--- src/rtl/mc_ctrl_pkg.sv ---
// mc_ctrl_pkg: shared encodings for the multi-cycle MIPS controller.
// Holds the FSM state codes, the opcode/funct values and the mux-select codes.
// It also defines the decoded instruction-class record passed from
// mc_ctrl_decode to mc_ctrl.
package mc_ctrl_pkg;

  localparam logic [2:0] ST_FETCH  = 3'd0;
  localparam logic [2:0] ST_DECODE = 3'd1;
  localparam logic [2:0] ST_EXEC   = 3'd2;
  localparam logic [2:0] ST_MEM    = 3'd3;
  localparam logic [2:0] ST_WB     = 3'd4;

  localparam logic [5:0] OP_R   = 6'h00;
  localparam logic [5:0] OP_ORI = 6'h0d;
  localparam logic [5:0] OP_LUI = 6'h0f;
  localparam logic [5:0] OP_LW  = 6'h23;
  localparam logic [5:0] OP_SW  = 6'h2b;
  localparam logic [5:0] OP_BEQ = 6'h04;
  localparam logic [5:0] OP_J   = 6'h02;
  localparam logic [5:0] OP_JAL = 6'h03;

  localparam logic [5:0] FN_ADDU = 6'h21;
  localparam logic [5:0] FN_SUBU = 6'h23;
  localparam logic [5:0] FN_JR   = 6'h08;

  localparam logic [1:0] NPC_PC4 = 2'd0;
  localparam logic [1:0] NPC_BR  = 2'd1;
  localparam logic [1:0] NPC_J   = 2'd2;
  localparam logic [1:0] NPC_RS  = 2'd3;

  localparam logic [1:0] ALUB_RT  = 2'd0;
  localparam logic [1:0] ALUB_SEXT = 2'd1;
  localparam logic [1:0] ALUB_ZEXT = 2'd2;
  localparam logic [1:0] ALUB_LUI = 2'd3;

  localparam logic [2:0] ALU_ADD = 3'd0;
  localparam logic [2:0] ALU_SUB = 3'd1;
  localparam logic [2:0] ALU_OR  = 3'd2;

  localparam logic [1:0] RD_RT = 2'd0;
  localparam logic [1:0] RD_RD = 2'd1;
  localparam logic [1:0] RD_RA = 2'd2;

  localparam logic [1:0] WD_ALU = 2'd0;
  localparam logic [1:0] WD_DM  = 2'd1;
  localparam logic [1:0] WD_PC  = 2'd2;

  // One-hot instruction class; all-zero means unrecognised (executes as nop).
  typedef struct packed {
    logic addu;
    logic subu;
    logic ori;
    logic lui;
    logic lw;
    logic sw;
    logic beq;
    logic j;
    logic jal;
    logic jr;
  } instr_class_t;

  // Classes that continue past DECODE into EXEC.
  function automatic logic needs_exec(input instr_class_t c);
    return c.addu | c.subu | c.ori | c.lui | c.lw | c.sw | c.beq;
  endfunction

endpackage

--- src/rtl/mc_ctrl_if.sv ---
// mc_ctrl_if: bundle between the controller and the shared datapath.
//   master (controller): drives enables, selects, state, retire and
//                        instr_cnt; reads opcode, funct and zero.
//   slave  (datapath):   the reverse direction.
interface mc_ctrl_if;
  logic [5:0]  opcode;
  logic [5:0]  funct;
  logic        zero;
  logic        pc_we;
  logic        ir_we;
  logic        reg_we;
  logic        mem_we;
  logic [1:0]  npc_sel;
  logic [1:0]  alu_b_sel;
  logic [2:0]  alu_op;
  logic [1:0]  reg_dst;
  logic [1:0]  wd_sel;
  logic [2:0]  state;
  logic        retire;
  logic [31:0] instr_cnt;

  modport master (
    input  opcode, funct, zero,
    output pc_we, ir_we, reg_we, mem_we, npc_sel, alu_b_sel, alu_op,
           reg_dst, wd_sel, state, retire, instr_cnt
  );

  modport slave (
    output opcode, funct, zero,
    input  pc_we, ir_we, reg_we, mem_we, npc_sel, alu_b_sel, alu_op,
           reg_dst, wd_sel, state, retire, instr_cnt
  );
endinterface

--- src/rtl/mc_ctrl_decode.sv ---
// mc_ctrl_decode: combinational opcode/funct -> one-hot instruction class.
//   opcode : IR[31:26]
//   funct  : IR[5:0], meaningful only for R-type
//   cls    : one-hot class; all zero for an unrecognised encoding
module mc_ctrl_decode
  import mc_ctrl_pkg::*;
(
  input  logic [5:0]   opcode,
  input  logic [5:0]   funct,
  output instr_class_t cls
);

  always_comb begin
    cls = '0;
    case (opcode)
      OP_R: begin
        case (funct)
          FN_ADDU: cls.addu = 1'b1;
          FN_SUBU: cls.subu = 1'b1;
          FN_JR:   cls.jr   = 1'b1;
          default: cls      = '0;
        endcase
      end
      OP_ORI:  cls.ori = 1'b1;
      OP_LUI:  cls.lui = 1'b1;
      OP_LW:   cls.lw  = 1'b1;
      OP_SW:   cls.sw  = 1'b1;
      OP_BEQ:  cls.beq = 1'b1;
      OP_J:    cls.j   = 1'b1;
      OP_JAL:  cls.jal = 1'b1;
      default: cls     = '0;
    endcase
  end

endmodule

--- src/rtl/mc_ctrl.sv ---
// mc_ctrl: multi-cycle MIPS control FSM (FETCH/DECODE/EXEC/MEM/WB).
//   clk   : rising-edge clock
//   reset : synchronous active-high; forces FETCH and clears instr_cnt
//   bus   : mc_ctrl_if.master -- opcode/funct/zero in; PC/IR/GRF/DM enables,
//           npc/alu/reg_dst/wd selects, state, retire, instr_cnt out
module mc_ctrl
  import mc_ctrl_pkg::*;
(
  input  logic       clk,
  input  logic       reset,
  mc_ctrl_if.master  bus
);

  logic [2:0]   state_r;
  logic [2:0]   state_nx;
  logic [31:0]  cnt_r;
  instr_class_t cls;

  logic       pc_we, ir_we, reg_we, mem_we, retire;
  logic [1:0] npc_sel, alu_b_sel, reg_dst, wd_sel;
  logic [2:0] alu_op;

  mc_ctrl_decode u_decode (
    .opcode (bus.opcode),
    .funct  (bus.funct),
    .cls    (cls)
  );

  always_comb begin
    pc_we     = 1'b0;
    ir_we     = 1'b0;
    reg_we    = 1'b0;
    mem_we    = 1'b0;
    npc_sel   = NPC_PC4;
    alu_b_sel = ALUB_RT;
    alu_op    = ALU_ADD;
    reg_dst   = RD_RT;
    wd_sel    = WD_ALU;
    state_nx  = ST_FETCH;

    case (state_r)
      ST_FETCH: begin
        ir_we    = 1'b1;
        pc_we    = 1'b1;
        npc_sel  = NPC_PC4;
        state_nx = ST_DECODE;
      end
      ST_DECODE: begin
        // Jumps finish here; anything unrecognised falls through as a nop.
        if (cls.j) begin
          pc_we   = 1'b1;
          npc_sel = NPC_J;
        end else if (cls.jal) begin
          pc_we   = 1'b1;
          npc_sel = NPC_J;
          reg_we  = 1'b1;
          reg_dst = RD_RA;
          wd_sel  = WD_PC;
        end else if (cls.jr) begin
          pc_we   = 1'b1;
          npc_sel = NPC_RS;
        end else if (needs_exec(cls)) begin
          state_nx = ST_EXEC;
        end
      end
      ST_EXEC: begin
        if (cls.addu || cls.subu) begin
          alu_b_sel = ALUB_RT;
          alu_op    = cls.subu ? ALU_SUB : ALU_ADD;
          state_nx  = ST_WB;
        end else if (cls.ori) begin
          alu_b_sel = ALUB_ZEXT;
          alu_op    = ALU_OR;
          state_nx  = ST_WB;
        end else if (cls.lui) begin
          alu_b_sel = ALUB_LUI;
          alu_op    = ALU_ADD;
          state_nx  = ST_WB;
        end else if (cls.lw || cls.sw) begin
          alu_b_sel = ALUB_SEXT;
          alu_op    = ALU_ADD;
          state_nx  = ST_MEM;
        end else if (cls.beq) begin
          // Branch taken only when rs - rt settles to zero this cycle.
          alu_b_sel = ALUB_RT;
          alu_op    = ALU_SUB;
          pc_we     = bus.zero;
          npc_sel   = NPC_BR;
        end
      end
      ST_MEM: begin
        if (cls.sw) begin
          mem_we = 1'b1;
        end else if (cls.lw) begin
          state_nx = ST_WB;
        end
      end
      ST_WB: begin
        reg_we = 1'b1;
        if (cls.addu || cls.subu) begin
          reg_dst = RD_RD;
          wd_sel  = WD_ALU;
        end else if (cls.lw) begin
          reg_dst = RD_RT;
          wd_sel  = WD_DM;
        end else begin
          reg_dst = RD_RT;
          wd_sel  = WD_ALU;
        end
      end
      default: state_nx = ST_FETCH;
    endcase

    retire = (state_r != ST_FETCH) && (state_nx == ST_FETCH);

    // A reset cycle abandons the instruction: nothing is written.
    if (reset) begin
      pc_we     = 1'b0;
      ir_we     = 1'b0;
      reg_we    = 1'b0;
      mem_we    = 1'b0;
      npc_sel   = NPC_PC4;
      alu_b_sel = ALUB_RT;
      alu_op    = ALU_ADD;
      reg_dst   = RD_RT;
      wd_sel    = WD_ALU;
      retire    = 1'b0;
    end
  end

  always_ff @(posedge clk) begin
    if (reset) begin
      state_r <= ST_FETCH;
      cnt_r   <= '0;
    end else begin
      state_r <= state_nx;
      if (retire) cnt_r <= cnt_r + 32'd1;
    end
  end

  assign bus.pc_we     = pc_we;
  assign bus.ir_we     = ir_we;
  assign bus.reg_we    = reg_we;
  assign bus.mem_we    = mem_we;
  assign bus.npc_sel   = npc_sel;
  assign bus.alu_b_sel = alu_b_sel;
  assign bus.alu_op    = alu_op;
  assign bus.reg_dst   = reg_dst;
  assign bus.wd_sel    = wd_sel;
  assign bus.state     = state_r;
  assign bus.retire    = retire;
  assign bus.instr_cnt = cnt_r;

endmodule
--- src/flat_wrapper.sv ---
// flat-port wrapper written by rule: the top's interface ports become plain ports
module mc_ctrl_flat import mc_ctrl_pkg::*;
  (clk, reset, bus_opcode, bus_funct, bus_zero, bus_pc_we, bus_ir_we, bus_reg_we, bus_mem_we, bus_npc_sel, bus_alu_b_sel, bus_alu_op, bus_reg_dst, bus_wd_sel, bus_state, bus_retire, bus_instr_cnt);
  mc_ctrl_if bus_i ();
  input  logic clk;
  input  logic reset;
  input wire logic [$bits(bus_i.opcode)-1:0] bus_opcode;
  input wire logic [$bits(bus_i.funct)-1:0] bus_funct;
  input wire logic [$bits(bus_i.zero)-1:0] bus_zero;
  output wire logic [$bits(bus_i.pc_we)-1:0] bus_pc_we;
  output wire logic [$bits(bus_i.ir_we)-1:0] bus_ir_we;
  output wire logic [$bits(bus_i.reg_we)-1:0] bus_reg_we;
  output wire logic [$bits(bus_i.mem_we)-1:0] bus_mem_we;
  output wire logic [$bits(bus_i.npc_sel)-1:0] bus_npc_sel;
  output wire logic [$bits(bus_i.alu_b_sel)-1:0] bus_alu_b_sel;
  output wire logic [$bits(bus_i.alu_op)-1:0] bus_alu_op;
  output wire logic [$bits(bus_i.reg_dst)-1:0] bus_reg_dst;
  output wire logic [$bits(bus_i.wd_sel)-1:0] bus_wd_sel;
  output wire logic [$bits(bus_i.state)-1:0] bus_state;
  output wire logic [$bits(bus_i.retire)-1:0] bus_retire;
  output wire logic [$bits(bus_i.instr_cnt)-1:0] bus_instr_cnt;
  assign bus_i.opcode = bus_opcode;
  assign bus_i.funct = bus_funct;
  assign bus_i.zero = bus_zero;
  assign bus_pc_we = bus_i.pc_we;
  assign bus_ir_we = bus_i.ir_we;
  assign bus_reg_we = bus_i.reg_we;
  assign bus_mem_we = bus_i.mem_we;
  assign bus_npc_sel = bus_i.npc_sel;
  assign bus_alu_b_sel = bus_i.alu_b_sel;
  assign bus_alu_op = bus_i.alu_op;
  assign bus_reg_dst = bus_i.reg_dst;
  assign bus_wd_sel = bus_i.wd_sel;
  assign bus_state = bus_i.state;
  assign bus_retire = bus_i.retire;
  assign bus_instr_cnt = bus_i.instr_cnt;
  mc_ctrl u_core (.clk(clk), .reset(reset), .bus(bus_i));
endmodule
--- config.mk ---
export PLATFORM = sky130hd
export DESIGN_NAME = mc_ctrl_flat
export DESIGN_NICKNAME = d
export VERILOG_FILES = /design/src/rtl/mc_ctrl_pkg.sv /design/src/rtl/mc_ctrl_if.sv /design/src/rtl/mc_ctrl_decode.sv /design/src/rtl/mc_ctrl.sv /design/src/flat_wrapper.sv
export SDC_FILE = /design/constraint.sdc
export NUM_CORES = 1
export LEC_CHECK = 0
export CAP_MARGIN = 20
export CORE_ASPECT_RATIO = 0.5
export CORE_MARGIN = 4
export CORE_UTILIZATION = 65
export CTS_BUF_LIST = sky130_fd_sc_hd__clkbuf_8
export DETAILED_ROUTE_END_ITERATION = 10
export DONT_BUFFER_PORTS = 1
export PLACE_DENSITY_LB_ADDON = 0.08
export SYNTH_ARGS = -nofsm -noshare
export SYNTH_HDL_FRONTEND = slang
export SYNTH_SLANG_ARGS = --single-unit
--- constraint.sdc ---
create_clock -name clk -period 5.88 [get_ports clk]
set_clock_uncertainty 0.05 [all_clocks]
set_input_delay 0.294 -clock clk [delete_from_list [all_inputs] [get_ports clk]]
set_output_delay 0.294 -clock clk [all_outputs]
set_load 0.01 [all_outputs]
== Yosys cells after proc, flatten, opt, wreduce, memory -nomap -nowiden ==
Cells that the tools add are included.
Word-level totals
  flip-flop bits (word level): 35
  word-level logic and storage cells: 106
  input port bits: 15
  output and inout bits: 51
Operators by class
  mux-type cells: 76
  equal/unequal tests: 14
  bitwise operators: 6
  add/sub/neg operators: 1
  reduce and logical (&&, ||, !) cells: 7
Operators by type and width (count)
  2-to-1 mux 2 bit: 21
  2-to-1 mux 3 bit: 14
  2-to-1 mux 1 bit: 35
  adder 32 x 1 -> 32 bit, second input constant: 1
  == test 6 bit, second input constant: 4
  == test 6 x 4 -> 1 bit, second input constant: 3
  == test 6 x 2 -> 1 bit, second input constant: 2
  case mux 2 bit (2 select lines): 3
  case mux 3 bit (4 select lines): 1
  == test 3 x 2 -> 1 bit, second input constant: 2
  == test 6 x 3 -> 1 bit, second input constant: 1
  zero test 3 bit: 2
  zero test 6 bit: 1
  bitwise OR 1 bit: 6
  == test 3 x 1 -> 1 bit, second input constant: 1
  == test 3 bit, second input constant: 1
  case mux 1 bit (3 select lines): 1
  nonzero test 3 bit: 1
  logical OR 1 bit: 2
  case mux 1 bit (2 select lines): 1
  logical AND 1 bit: 1

== Logic depth before layout (Yosys ltp) ==
Gate-level depths: netlist of the first run.
  depth in word-level cells: 17
  mapped depth: 10
  gate-level depth less buffers: 7

== Cells and area by module ==
A second synthesis of the first run with hierarchy kept.
Unflattened totals
  cell total of the unflattened synthesis: 278
  area total of the unflattened synthesis: 2173.3 um^2
By module, submodules not included
  mc_ctrl: times used 1, area each 2042.0 um^2, cells an instance 258, sequential area each 700.7 um^2
  mc_ctrl_decode: times used 1, area each 131.4 um^2, cells an instance 20, sequential area each 0.0 um^2

== Worst setup path after synthesis of the first run ==
OpenSTA, ideal clock, no wires.
  path kind: in2out
  from: input port bus_opcode[1]
  to: output port bus_retire
  slack: 3556 ps
  path buffers: 2
  cell stages on the path: 8
  data required time: 5536 ps
  arrival time: 1980 ps
  cells stage by stage: or4_4 -> or4_4 -> o32ai_2 -> buf_4 -> buf_6 -> nor2_2 -> nand2_2 -> inv_2
On the way
  word-level cells in the longest chain between the ends: 16
  elaborated cells on any way between the ends: 39
  classes of those cells: 7 x eq/ne; 21 x mux; 6 x bitwise; 5 x reduce/logical
Ends and longest elaborated chain
  start, declared: line flat_wrapper.sv:7  | input wire logic [$bits(bus_i.opcode)-1:0] bus_opcode;
  zero test 6 bit: line mc_ctrl_decode.sv:15  | case (opcode)
  2-to-1 mux 2 bit: line mc_ctrl_decode.sv:15
  bitwise OR 1 bit (6 in a row): line mc_ctrl_pkg.sv:64  | return c.addu | c.subu | c.ori | c.lui | c.lw | c.sw | c.beq;
  2-to-1 mux 2 bit: line mc_ctrl.sv:62  | end else if (needs_exec(cls)) begin
  2-to-1 mux 3 bit: line mc_ctrl.sv:59  | end else if (cls.jr) begin
  2-to-1 mux 3 bit: line mc_ctrl.sv:53  | end else if (cls.jal) begin
  2-to-1 mux 3 bit: line mc_ctrl.sv:50  | if (cls.j) begin
  case mux 3 bit (4 select lines) (*): line mc_ctrl.sv:41  | case (state_r)
  zero test 3 bit (*): line mc_ctrl.sv:114  | retire = (state_r != ST_FETCH) && (state_nx == ST_FETCH);
  logical AND 1 bit (*): line mc_ctrl.sv:114
  2-to-1 mux 1 bit (*): line mc_ctrl.sv:117  | if (reset) begin
  end, declared: line flat_wrapper.sv:20  | output wire logic [$bits(bus_i.retire)-1:0] bus_retire;
Every way passes the cells marked *; elsewhere a longest branch is shown, timed or not.

== Worst setup path in the final report of the first run ==
  from: register u_core.state_r[0] (netlist: u_core.bus.state[0])
  to: output port bus_retire
On the way
  word-level cells in the longest chain between the ends: 5
  elaborated cells on any way between the ends: 9
  classes of those cells: 3 x eq/ne; 2 x mux; 4 x reduce/logical
Ends and longest elaborated chain
  start, declared: line mc_ctrl.sv:14  | logic [2:0] state_r;
  start signal, assigned: line mc_ctrl.sv:136  | state_r <= state_nx;
  == test 3 x 2 -> 1 bit (tied with other cells): line mc_ctrl.sv:41
  case mux 3 bit (4 select lines): line mc_ctrl.sv:41
  zero test 3 bit: line mc_ctrl.sv:114
  logical AND 1 bit (*): line mc_ctrl.sv:114
  2-to-1 mux 1 bit (*): line mc_ctrl.sv:117
Marks and branches as above.

==> metrics.txt, run 1 <==
status=finished, final reports clean; Layout Area Growth over Synthesis=2.37%; Synth async-reset ratio=0; critical path depth=7; Setup Fix Bufs, Post-CTS=0; Critical Path AT=2360 ps; crit path launch=u_core.bus.state[0]; Vias/cell=7.16; combinational power share=0.062; Slew @ Worst Pin=629 ps; leakage dissipation=0.711 nW; final hold violation count=0; TritonCTS clock tree=built; Max VDD drop=111 uV; Setup-failing EPs final=0; final instance area=2320 um2; global-route wire length before repair=9710 um; root buffer cell=clkbuf_8; Post-DP Area=2240 um2; Psw=0.112 mW; worst hold margin=13.9 ps; ys flop type=dfxtp_1; post-CTS sizing=0; most frequent cells after synthesis=35 x dfxtp_1, 25 x nand2_1, 19 x a21oi_1; die footprint=4560 um2; die height=49.8 um; drt total wl=6060 um; Yosys reg bits=35; Synth Area per Inst=7.96 um2; YS warnings=0; met3 Usage GRT=0.0790; crit end category=primary output; met2 Track Usage GR=0.383; Slowest-stage cell, CP=dfxtp_1; Final Wtd Congestion=0.887; PwrDens=189 nW/um2; Worst Path Required=5540 ps; final setup TNS=0 ps; final period utilization=0.459; FF-to-FF End=u_core.bus.instr_cnt[31]; Synth area leader=dfxtp_1; maximum net fanout on the critical path=39; Mapped Cells=285; share of power burned in registers=0.557; Site Rows=14; max-slew violations=0; starting density of the core=0.715; Seq/Total Area, Yosys=0.309; max-cap check violation count=0; detailed-route via count=2304; Synth area leaders=dfxtp_1 31%, or4_1 5.6%, or3_1 5.0%, a21oi_1 4.2%, nand2_1 4.1%; largest net degree at the start of global routing=51; FF-to-FF Start=u_core.bus.state[0]; clock sink total=35; Core Footprint=3170 um2; initial antenna violation count=0; number of synthesized flops with an enable pin=0; flop-to-flop setup slack=3230 ps; Clock Latency Late Sink=290 ps; switch share=0.255; clock power share=0.381; Longest Clk Path Bufs=2; clk slew on worst S/H paths=80 ps; slew margin rel.=0.578; Worst Reg-to-Reg Cells=6; all-layer global routing usage=0.260; hold path cells=1; initial drt markers=233; Layout Nets=289; Post-CTS Hold Buffers=0; worst setup path end=bus_retire; Routed Antenna Nets=0; Num CTS Buffers=5; grt total ovfl=0; startpoint types=register; Port Buf Inserts=0; post-detail-place hpwl=4290 um; critical path class=register to primary output; vias in the first global route=1937; crit-path cells=nor4bb_1, a22oi_1, o32ai_4, buf_4, nor2_2, nand2_2, inv_2; syn_nets=301; mapped cell area=2270 um2; layout cells sized above 1=0.0839; worst path bufs/invs=2; Pre-antenna DRT Iters=5; hold crit path type=input port to register; # DRC=0; RSZ-0062 raised after global routing=no; routed len/inst=18.8 um; min cycle time layout=2700 ps; most common cell in the synthesized netlist=dfxtp_1; Int Pwr=0.328 mW; Die W=91.5 um; max incr delay on CP=630 ps; Max H-tree Level=2; n_diodes=0; I/O pins=66; post-synth cell types=57; share of the synthesized area in the top cell type=0.309; delay-heaviest family, CP=flip-flops; met1 usage=0.362; FMAX=0.370 GHz; GR peak layer=met2
[routing by layer]
| layer | wire length, um | up-vias |
|---|---|---|
| li1 | - | 1079 |
| met1 | 2620 | 1068 |
| met2 | 2640 | 146 |
| met3 | 719 | 11 |
| met4 | 72 | 0 |
| met5 | 0 | - |
[cell type report]
class	count	area, um2
Multi-Input combinational cell	222	1440
Clock inverter	3	12.5
Timing Repair Buffer	2	15.0
Inverter	7	26.3
Fill cell	258	848
Tap cell	48	60.1
Clock buffer	5	68.8
Sequential cell	35	701
[power by group through the flow]
stage / sequential (mW) / combinational, mW / clock (mW)
after CTS: 0.245 / 0.0267 / 0.170
after global routing: 0.245 / 0.0302 / 0.182
after floorplan: 0.248 / 0.0265 / 0
after detailed placement: 0.250 / 0.0265 / 0
after global placement: 0.250 / 0.0258 / 0
final: 0.245 / 0.0271 / 0.168
[cells by family (layout without fill, tap and decap cells)]
family | after synthesis | count (layout) | share of synthesized area
muxes | 5 | 5 | 0.0243
buffers and inverters | 28 | 17 | 0.0618
and+or+nand+nor | 149 | 149 | 0.407
adders and majority gates | 1 | 1 | 0.00551
other | 1 | 1 | 0.00165
DFF | 35 | 35 | 0.309
AOI/OAI and AO/OA | 66 | 66 | 0.191
[through the flow]
stage / std cells / setup slack (ps) / util / total power [mW]
final: 322 / 3180 / 0.732 / 0.440
after global routing: 322 / 2960 / 0.732 / 0.457
after CTS: 322 / 3200 / 0.732 / 0.441
after detailed placement: 314 / 3270 / 0.707 / 0.277
after floorplan: 285 / 3560 / - / 0.275
after global placement: 314 / 3390 / 0.707 / 0.276
[state kept, by name (all words and copies together) (netlist names)]
register / count
u_core.bus.state: 3
u_core.bus.instr_cnt: 32
[cell usage in the layout (no fill, tap or decap), types with 2 or more instances in the layout]
cell	Yosys	final
clkbuf_8	0	5
o311ai_1	5	5
and3b_1	2	2
inv_1	5	7
o211ai_1	3	3
and3_1	3	3
a21oi_1	19	19
or4_4	2	2
nor2b_1	4	4
dfxtp_1	35	35
o41ai_1	4	4
nor4_1	7	7
nand3b_1	3	3
nor4bb_1	2	2
mux2i_1	4	4
nand4_4	2	2
nand3_1	14	14
o21ai_0	13	13
o21ai_1	3	3
o21a_1	3	3
nand2_1	25	25
buf_4	3	2
or3_1	18	18
nor3_1	8	8
and2_1	2	2
or4_1	17	17
nor2_1	16	16
o31ai_1	8	8
nand4_1	12	12
[worst min-delay path by stage]
stage	to	from	slack [ps]
3_3_place_gp	u_core.bus.instr_cnt[4]	reset	320
6_report	u_core.bus.instr_cnt[4]	reset	10
5_1_grt	u_core.bus.instr_cnt[4]	reset	5
4_1_cts	u_core.bus.instr_cnt[4]	reset	8
3_5_place_dp	u_core.bus.instr_cnt[21]	reset	320
2_1_floorplan	u_core.bus.instr_cnt[31]	u_core.bus.instr_cnt[31]	450
Note: power is estimated with default switching activity, not from simulation.
==> run 2: changes to the inputs <==
Settings changed: ABC_AREA from default to 1, CORE_UTILIZATION 65 to 60.
Clock period 5.88 ns to 2.2 ns, I/O delays scaled along.
==> run 2 against run 1 <==
Compared with the run above:
- critical path depth up 2
- setup slack worse by 3000 ps
- combinational power rose to 4.7 times the previous value
- routed wire length up 4.9%
- non-clock buffer count up 9
- largest cell class unchanged
==> metrics.txt, run 2 <==
Site Rows=15; crit end category=register; Max H-tree Level=2; Mapped Cells=414; post-synth cell types=28; root buffer cell=clkbuf_8; Max VDD drop=394 uV; final setup TNS=0 ps; largest family of logic cells by synthesized area=simple AND/OR/NAND/NOR gates; ys flop type=dfxtp_1; vias in the first global route=2325; initial antenna violation count=0; detailed-route via count=2578; critical path class=register to register; crit-path cells=nand3_1, nor2_1, nand3_1, nor2_1, nand3_1, nor2_1, nand3_1, nand2_1, nor2_1; max-slew violations=0; min cycle time layout=2040 ps; global-route wire length before repair=10800 um; share of the synthesized area in the top cell type=0.297; worst hold margin=48.8 ps; most common cell in the synthesized netlist=nand2_1; fill count=336; Post-Layout Cell Count=472; FMAX=0.489 GHz; commonest cells after routing, fill and taps aside=121 x nand2_1, 88 x nor2_1, 47 x inv_1, 45 x nand3_1, 35 x dfxtp_1; Layout Area Growth over Synthesis=9.49%; Critical Path AT=2140 ps; PwrDens=567 nW/um2; number of synthesized flops with an enable pin=0; Setup-failing EPs final=0; slew margin rel.=0.518; initial drt markers=185; RSZ-0062 raised after global routing=no; Clock Latency Late Sink=290 ps; delay-heaviest family, CP=simple AND/OR/NAND/NOR gates; clock sink total=35; Port Buf Inserts=0; TritonCTS clock tree=built; most common cell after layout, fill and taps aside=nand2_1; Seq/Total Area, Yosys=0.297; most frequent cells after synthesis=121 x nand2_1, 88 x nor2_1, 46 x inv_1; Post-Synth XOR/XNOR Area=0.00742; clk slew on worst S/H paths=80 ps; # DRC=0; Synth area leaders=dfxtp_1 30%, nand2_1 19%, nor2_1 14%, nand3_1 9.5%, inv_1 7.3%; Num CTS Buffers=5; mapped cell area=2360 um2; setup ws final=156 ps; multiplexer area fraction after synthesis=0; post-detail-place hpwl=4770 um; Synth area leader=dfxtp_1; die footprint=5060 um2; Synth Area in Compound Gates=0.0556; drt total wl=6350 um; Vias/cell=5.46; Routed Antenna Nets=0; status=finished, final reports clean; Pre-antenna DRT Iters=4; Longest Clk Path Bufs=2; adder-cell share of the synthesized area=0.00530; Synth Area per Inst=5.70 um2; Final Wtd Congestion=0.960; Layout Nets=436; all-layer global routing usage=0.262; starting density of the core=0.655; YS warnings=0; die height=52.4 um; largest net degree at the start of global routing=27; n_diodes=0; final hold violation count=0; hold crit path type=input port to register; maximum net fanout on the critical path=6; leakage dissipation=1.08 nW; Core Footprint=3600 um2; syn_nets=430; Die W=96.7 um; max reg flops=32; post-CTS sizing=0; Slowest-stage cell, CP=dfxtp_1; Worst Path Required=2290 ps; worst path bufs/invs=0; Total Power=1.47 mW; Yosys reg bits=35; routed len/inst=13.5 um; dpl ws=294 ps; Synth async-reset ratio=0; placed instance count=463; Slew @ Worst Pin=720 ps; I/O pins=66; layout cells sized above 1=0.0736; Synth Area in Simple Gates=0.518; grt total ovfl=0; final period utilization=0.929; startpoint types=register; max-cap check violation count=0; max incr delay on CP=460 ps
## run 2: final cells by class
cell class,instances,area (um2),share of cell area
multi-input combinational,318,1390,0.539
sequential,35,701,0.271
inverter,49,184,0.0712
timing repair buffer,11,110,0.0426
clock buffer,5,68.8,0.0266
clock inverter,3,63.8,0.0247
tap,51,63.8,0.0247
## run 2: logic make-up (layout without fill, tap and decap cells)
| logic type | count (synthesis) | in the layout |
|---|---|---|
| AND/OR/NAND/NOR | 288 | 288 |
| XOR/XNOR | 2 | 2 |
| flip-flops | 35 | 35 |
| AO/OA/AOI/OAI | 26 | 26 |
| adder cells (fa/ha/maj) | 1 | 1 |
| other | 1 | 1 |
| buffers and inverters | 61 | 68 |
## run 2: metal layers
metal  track usage  vias to the layer above  share of wire
met4        0.0466                        0         0.0060
met3        0.0876                        6           0.10
met2         0.428                      105           0.43
li1              -                     1312              -
met1         0.345                     1155           0.47
met5             0                        -              0
## run 2: through the flow
step            util  instance area, um2
4_1_cts        0.717                2580
5_1_grt        0.717                2580
3_3_place_gp   0.678                2440
2_1_floorplan      -                2360
3_5_place_dp   0.678                2440
6_report       0.717                2580
## run 2: final timing paths
| path | from | endpoint | slack (ps) | depth (start not counted) |
|---|---|---|---|---|
| worst min register to register | u_core.bus.instr_cnt[9] | u_core.bus.instr_cnt[9] | 510 | 2 |
| worst min-delay path | bus_opcode[3] | u_core.bus.state[2] | 50 | 3 |
| worst max register to register | u_core.bus.instr_cnt[2] | u_core.bus.instr_cnt[29] | 160 | 9 |
| worst max-delay path | u_core.bus.instr_cnt[2] | u_core.bus.instr_cnt[29] | 160 | 9 |
## run 2: timing repair
| item | 4_1_cts | 5_1_grt |
|---|---|---|
| hold buffers | 1 | 0 |
| buffers inserted | 0 | 0 |
| endpoints found under the setup margin | 0 | 0 |
| endpoints found under the hold margin | 17 | 0 |
## run 2: worst register-to-register path: stages (launching register included)
cell	delay, ps
dfxtp_1	460
nand3_1	160
nor2_1	200
nand3_1	130
nor2_1	280
nand3_1	190
nor2_1	200
nand3_1	100
nand2_1	90
nor2_1	40
## run 2: where the power goes
| part | internal, mW | total [mW] | switching [mW] |
|---|---|---|---|
| logic | 0.0435 | 0.128 | 0.0841 |
| registers | 0.639 | 0.644 | 0.00504 |
| clock network | 0.449 | 0.695 | 0.246 |
